<file path="src/rtl/uart_rx_path.sv">
// 8N1 UART receiver: synchronises the serial line, samples each bit at mid-period
// and reports good bytes with a one-cycle valid strobe and bad stop bits as frame errors.
module uart_rx_path #(
  parameter int unsigned FREQ       = 90,
  parameter int unsigned BAUD       = 57600,
  parameter logic [15:0] BAUD_TICKS = 16'((FREQ * 1000 * 1000) / BAUD - 1),
  parameter logic [15:0] HALF_TICKS = BAUD_TICKS / 2
) (
  input  logic       clk_i,
  input  logic       rst_i,
  input  logic       uart_rx_i,
  output logic [7:0] uart_rx_data_o,
  output logic       uart_rx_valid_o,
  output logic       frame_err_o,
  output logic       bussy
);

  typedef enum logic [2:0] {
    IDLE,
    START,
    DATA,
    STOP,
    BRK
  } state_t;

  state_t      state_q, state_d;
  logic [15:0] cnt_q, cnt_d;
  logic [2:0]  idx_q, idx_d;
  logic [7:0]  shreg_q, shreg_d;
  logic [7:0]  data_q, data_d;
  logic        valid_q, valid_d;
  logic        ferr_q, ferr_d;
  logic        sync1_q;
  logic        rx_s_q;

  // Two-flop synchroniser; resets to the idle line level so no false start is seen.
  always_ff @(posedge clk_i) begin
    if (rst_i) begin
      sync1_q <= 1'b1;
      rx_s_q  <= 1'b1;
    end else begin
      sync1_q <= uart_rx_i;
      rx_s_q  <= sync1_q;
    end
  end

  always_ff @(posedge clk_i) begin
    if (rst_i) begin
      state_q <= IDLE;
      cnt_q   <= '0;
      idx_q   <= '0;
      shreg_q <= '0;
      data_q  <= '0;
      valid_q <= 1'b0;
      ferr_q  <= 1'b0;
    end else begin
      state_q <= state_d;
      cnt_q   <= cnt_d;
      idx_q   <= idx_d;
      shreg_q <= shreg_d;
      data_q  <= data_d;
      valid_q <= valid_d;
      ferr_q  <= ferr_d;
    end
  end

  always_comb begin
    state_d = state_q;
    cnt_d   = cnt_q;
    idx_d   = idx_q;
    shreg_d = shreg_q;
    data_d  = data_q;
    valid_d = 1'b0;
    ferr_d  = 1'b0;

    unique case (state_q)
      IDLE: begin
        cnt_d = '0;
        if (!rx_s_q) begin
          state_d = START;
        end
      end

      // Re-check the start bit at its middle so short glitches are rejected.
      START: begin
        if (cnt_q == HALF_TICKS) begin
          cnt_d = '0;
          if (!rx_s_q) begin
            state_d = DATA;
            idx_d   = '0;
          end else begin
            state_d = IDLE;
          end
        end else begin
          cnt_d = cnt_q + 16'd1;
        end
      end

      DATA: begin
        if (cnt_q == BAUD_TICKS) begin
          cnt_d          = '0;
          shreg_d[idx_q] = rx_s_q;
          idx_d          = 3'(idx_q + 3'd1);
          if (idx_q == 3'd7) begin
            state_d = STOP;
          end
        end else begin
          cnt_d = cnt_q + 16'd1;
        end
      end

      // Leaving at mid-stop-bit gives half a bit of slack for a back-to-back start edge.
      STOP: begin
        if (cnt_q == BAUD_TICKS) begin
          cnt_d = '0;
          if (rx_s_q) begin
            data_d  = shreg_q;
            valid_d = 1'b1;
            state_d = IDLE;
          end else begin
            ferr_d  = 1'b1;
            state_d = BRK;
          end
        end else begin
          cnt_d = cnt_q + 16'd1;
        end
      end

      // A line held low after a bad stop bit must not be mistaken for a new start bit.
      BRK: begin
        cnt_d = '0;
        if (rx_s_q) begin
          state_d = IDLE;
        end
      end

      default: begin
        state_d = IDLE;
        cnt_d   = '0;
      end
    endcase
  end

  assign uart_rx_data_o  = data_q;
  assign uart_rx_valid_o = valid_q;
  assign frame_err_o     = ferr_q;
  assign bussy           = (state_q != IDLE);

endmodule

</file>
<file path="config.mk">
export PLATFORM = sky130hd
export DESIGN_NAME = uart_rx_path
export DESIGN_NICKNAME = d
export VERILOG_FILES = /design/src/rtl/uart_rx_path.sv
export SDC_FILE = /design/constraint.sdc
export NUM_CORES = 1
export LEC_CHECK = 0
export ABC_CLOCK_PERIOD_IN_PS = 4700
export BUFFER_PORTS_ARGS = -buffer_cell sky130_fd_sc_hd__buf_4
export CORE_ASPECT_RATIO = 0.6
export CORE_MARGIN = 2
export CORE_UTILIZATION = 50
export DETAILED_ROUTE_END_ITERATION = 10
export MAX_ROUTING_LAYER = met4
export PLACE_DENSITY = 0.68
export SLEW_MARGIN = 20
export SYNTH_ARGS = -nofsm -noshare
export SYNTH_HDL_FRONTEND = slang
export SYNTH_SLANG_ARGS = --single-unit
</file>
<file path="constraint.sdc">
create_clock -name clk_i -period 4.7 [get_ports clk_i]
set_clock_uncertainty 0.2 [all_clocks]
set_input_delay 0.235 -clock clk_i [delete_from_list [all_inputs] [get_ports clk_i]]
set_output_delay 0.235 -clock clk_i [all_outputs]
set_load 0.05 [all_outputs]
</file>
### Word level (Yosys, flattened, before mapping)

Index checks and enable logic that the tools add are counted.

* register bits: 42
* latch bits: 0
* memory bits (writable): 0
* memory bits (read-only): 0
* output and inout bits: 11
* memories: 0

* $add $sub $neg: 2
* multiply operators: 0
* div/mod/pow operators: 0
* order comparisons: 2
* eq/ne operators: 14
* shift operators: 0
* mux-type cells: 21
* bitwise logic cells: 2
* reductions and logical operators: 10

Operator list (number)
* 16-bit two-way mux: 2
* 16-bit one-hot mux with 2 select lines: 1
* 3-bit two-way mux: 10
* 16-bit by 1-bit adder with 16-bit output (second input constant): 1
* 16-bit by 10-bit equality test with 1-bit output (second input constant): 1
* 16-bit by 11-bit equality test with 1-bit output (second input constant): 1
* 3-bit one-hot mux with 5 select lines: 1
* 2-bit != test (second input constant): 7
* 8-bit bitwise mux: 1
* 3-bit by 2-bit equality test with 1-bit output (second input constant): 2
* 3-bit equality test (second input constant): 2
* 3-bit one-hot mux with 2 select lines: 1
* 6-bit AND reduction: 1
* 3-bit by 4-bit less-than comparator with 1-bit output (second input constant): 1
* 4-bit AND reduction: 1
* 3-bit by 1-bit adder with 3-bit output (second input constant): 1
* 1-bit demux with 3-bit select: 1
* 3-bit by 1-bit equality test with 1-bit output (second input constant): 1
* 3-bit by 1-bit >= comparator with 1-bit output (second input constant): 1
* 3-bit logical NOT: 1
* 1-bit two-way mux: 3
* 3-bit AND reduction: 1
* 3-bit nonzero test: 1
* 3-bit OR reduction: 1
* other kinds (6): 7

### Logic depth before layout (Yosys ltp)

* word-level depth: 5
* depth in mapped cells: 8
* mapped depth without buffers: 7

### Worst setup path before layout

Ideal clock, no wire load.

* path type: register to register
* start point: register cnt_q[5]
* end point: register shreg_q[1]
* data arrival time: 1.960 ns
* required time: 4.428 ns
* slack: 2.468 ns
* cell stages (with the launch flop): 6
* period minus slack after synthesis: 2.232 ns
* cells stage by stage: dfxtp_1 > or4_4 > nor4_4 > nand2_1 > nor4b_1 > mux2i_1

* longest elaborated chain between the ends: 2

Ends and longest elaborated chain
* from (decl): line 27 `logic [15:0] cnt_q, cnt_d;`
* from (signal assigned): line 58 `cnt_q <= cnt_d;`
* 16-bit by 11-bit equality test with 1-bit output: line 100 `if (cnt_q == BAUD_TICKS) begin`
* 2-bit AND reduction (no source line)
* to (signal assigned): line 60 `shreg_q <= shreg_d;`
* to (decl): line 29 `logic [7:0] shreg_q, shreg_d;`

No other way between the ends.
A chain may end at the register's enable or synchronous reset.

### Worst setup path after layout

* start point: register cnt_q[12]
* end point: register cnt_q[6]

* longest elaborated chain between the ends: 3
* elaborated cells between the ends (all ways): 5
* classes of those cells: eq/ne (2); mux (3)

Ends and longest elaborated chain
* 16-bit by 11-bit equality test with 1-bit output or 16-bit by 10-bit equality test with 1-bit output (tied branches): line 100, 114, 86
* 16-bit two-way mux, on equally long branches: line 100, 114, 86
* 16-bit one-hot mux with 2 select lines (*): line 76 `unique case (state_q)`

Mark *: on every way between the ends. The rest lies on a longest branch, timed or not.

==> impl_metrics.yaml <==
clock_network:
  cts.htree.levels: 2
  clk_pin_slew_worst_paths_ns: 0.08
  cts_root_buf: "clkbuf_8"
  cts_resized: 0
  clock_sinks: 42
  clk_latency_ns: 0.30
  cts_tree: "built"
  cts_buffer_depth: 2
  cts_made_buffers: 5
synthesis:
  postSynthCellCount: 216
  yosys.cell_types.count: 37
  synth_top_area_frac: 0.438
  synth_area_leaders: "dfxtp_1, mux2i_1, nor2_1"
  synth.largest_area_cell: "dfxtp_1"
  synth.net_count: 224
  synth_common_cells: "dfxtp_1, nor2_1, mux2i_1"
  ys_warn_count: 0
  ys_seq_area_frac: 0.438
  synth-edff-count: 0
  async_reset_ff_frac: 0
  synth_flop_cell: "dfxtp_1"
  synth_seq_cells: 42
  avgSynthCellArea_um2: 8.89
  yosysMostFrequentCell: "dfxtp_1"
  syn_area_mm2: 0.00192
worst_hold_path:
  hold_end: "uart_rx_data_o[7]$_SDFFE_PP0P_"
  hp-start: "rst_i"
  hold_path_class: "input port to register"
  hold_depth: 2
placement:
  place_ws_ns: 2.18
  gp_congestion: 0.851
  place_inst: 265
  dp.final_hpwl_mm: 2.72
  place_area_mm2: 0.00203
  io_buffers: 13
final_layout:
  stdcell_count: 274
  drive_gt1_frac: 0.132
  antennaDiodeCount: 0
  area_growth_pct: 13.4
  fin_area_mm2: 0.00218
  nets: 234
timing:
  fin_ws_ns: 2.17
  slew_viol_final: 0
  hold_ws_ns: 0.0750
  min_period_ns: 2.53
  tightestPinTransition_ns: 0.677
  fin_setup_tns_ns: 0
  relSlewSlack: 0.549
  setup_viol_count_final: 0
  finalHoldViolations: 0
  grt_setup_unrepaired: "no"
  max_freq_mhz: 396
  fin_crit_sh: 0.538
route:
  dr_total_vias: 1503
  first_iter_violations: 99
  drt-total-wl_mm: 3.73
  routed_via_density: 5.49
  ant_nets: 0
  wl_per_cell_um: 13.6
  drc: 0
  drt_pass1_iterations: 5
power:
  vdd_ir_drop_max_uv: 225
  power-per-cell-area_mw_per_mm2: 357
  p_leak_nw: 0.834
worst_setup_path:
  crit_family: "simple AND/OR/NAND/NOR gates"
  crit_path_frequent_cell: "nor2_1"
  startpoint_type: "register"
  critPathRequiredTime_ns: 4.65
  end_kind: "register"
  r2r-start: "cnt_q[12]$_SDFF_PP0_"
  worstPathMaxFanout: 16
  rr_endpoint: "cnt_q[6]$_SDFF_PP0_"
  reg2reg_setup_slack_ns: 2.17
  reg2reg_depth: 5
  slowest_stage: "or4_1"
  arrival_ns: 2.48
  critPathBufInv: 0
  critical_path_class: "register to register"
  max_stage_delay_ns: 0.59
  crit_chain: "or4_1 > nor4_4 > nor2_1 > o21ai_2 > nor2_1"
status:
  status: "completed"
floorplanning:
  ios: 14
  initial_core_util: 0.522
  core_region_area_mm2: 0.00368
  die_x_um: 84.0
  rows: 17
  die-area_mm2: 0.00437
  die_y_um: 52.0
global_routing:
  grt_pass1_wl_mm: 6.31
  antenna_found_initial: 0
  grt_pass1_vias: 1338
  groute.usage.overall: 0.196
  grt_start_max_net_pins: 31
  overflow: 0
job:
  cap_violations: 0
==> registers in the layout (all words and copies together) (netlist names) <==
register         cells
sync1_q              1
uart_rx_data_o       8
idx_q                3
uart_rx_valid_o      1
shreg_q              8
cnt_q               16
rx_s_q               1
frame_err_o          1
state_q              3
==> what timing repair did <==
item / CTS / global route
setup buffers: 0 / 0
hold endpoints to repair: 1 / 0
hold buffers: 1 / 0
==> area by class of cell <==
| type | count | area, um2 |
|---|---|---|
| Timing Repair Buffer | 14 | 108 |
| Multi-Input combinational cell | 156 | 1010 |
| Fill cell | 313 | 1500 |
| Sequential cell | 42 | 841 |
| Tap cell | 47 | 58.8 |
| Inverter | 7 | 26.3 |
| Clock inverter | 3 | 68.8 |
| Clock buffer | 5 | 68.8 |
==> metrics by stage <==
| step | utilization | power, mW |
|---|---|---|
| final | 0.592 | 0.778 |
| after global routing | 0.592 | 0.809 |
| after CTS | 0.592 | 0.784 |
| after detailed placement | 0.552 | 0.446 |
| after global placement | 0.552 | 0.442 |
| after floorplan | - | 0.428 |
==> kinds of logic after synthesis <==
family          count (synthesis)  share of synthesized area
flops                          42                      0.438
mux                            16                     0.0834
xor+xnor                       14                     0.0639
buf+inv                        18                     0.0378
compound gates                 12                     0.0430
simple gates                  109                      0.301
fa+ha+maj                       5                     0.0326
==> power by group <==
part	switching, mW	leakage [nW]	internal [mW]
Sequential	0.00735	0.339	0.362
Combinational	0.0488	0.426	0.0211
Clock	0.126	0.0683	0.213
Total	0.183	0.834	0.595
==> worst max-delay path by stage <==
stage / slack (ns) / endpoint / startpoint / cells after the start
finish: 2.17 / cnt_q[6]$_SDFF_PP0_ / cnt_q[12]$_SDFF_PP0_ / 5
detailed placement: 2.18 / shreg_q[4]$_SDFFE_PP0P_ / cnt_q[12]$_SDFF_PP0_ / 5
CTS: 2.16 / cnt_q[7]$_SDFF_PP0_ / cnt_q[12]$_SDFF_PP0_ / 5
floorplan: 2.47 / shreg_q[1]$_SDFFE_PP0P_ / cnt_q[5]$_SDFF_PP0_ / 5
global route: 2.01 / shreg_q[4]$_SDFFE_PP0P_ / cnt_q[12]$_SDFF_PP0_ / 5
global placement: 2.28 / shreg_q[1]$_SDFFE_PP0P_ / cnt_q[13]$_SDFF_PP0_ / 5
==> layout by cell type (no fill, tap or decap), types with 3 or more instances in the layout <==
master / n
dfxtp_1: 42
nor3_1: 5
xnor2_1: 6
nand4b_1: 4
buf_4: 13
nand4_1: 5
inv_1: 7
nor2_1: 40
nand2_1: 15
nand3b_1: 3
ha_1: 5
clkbuf_8: 5
nand3_1: 6
or2_2: 4
nand2b_1: 12
nor4_1: 3
a21oi_1: 3
xor2_1: 8
mux2i_1: 16
==> layer usage <==
layer | GRT usage | part of all wire
met1 | 0.264 | 0.51
met2 | 0.265 | 0.42
met3 | 0.0730 | 0.056
met4 | 0.0780 | 0.016
met5 | - | 0
==> worst reg2reg max path: cells and delay by family, from the launching register on <==
family	cells	cell delay [ns]
AND/OR/NAND/NOR	4	1.28
flip-flops	1	0.35
AO/OA/AOI/OAI	1	0.55
(Power assumes the default switching activity.)
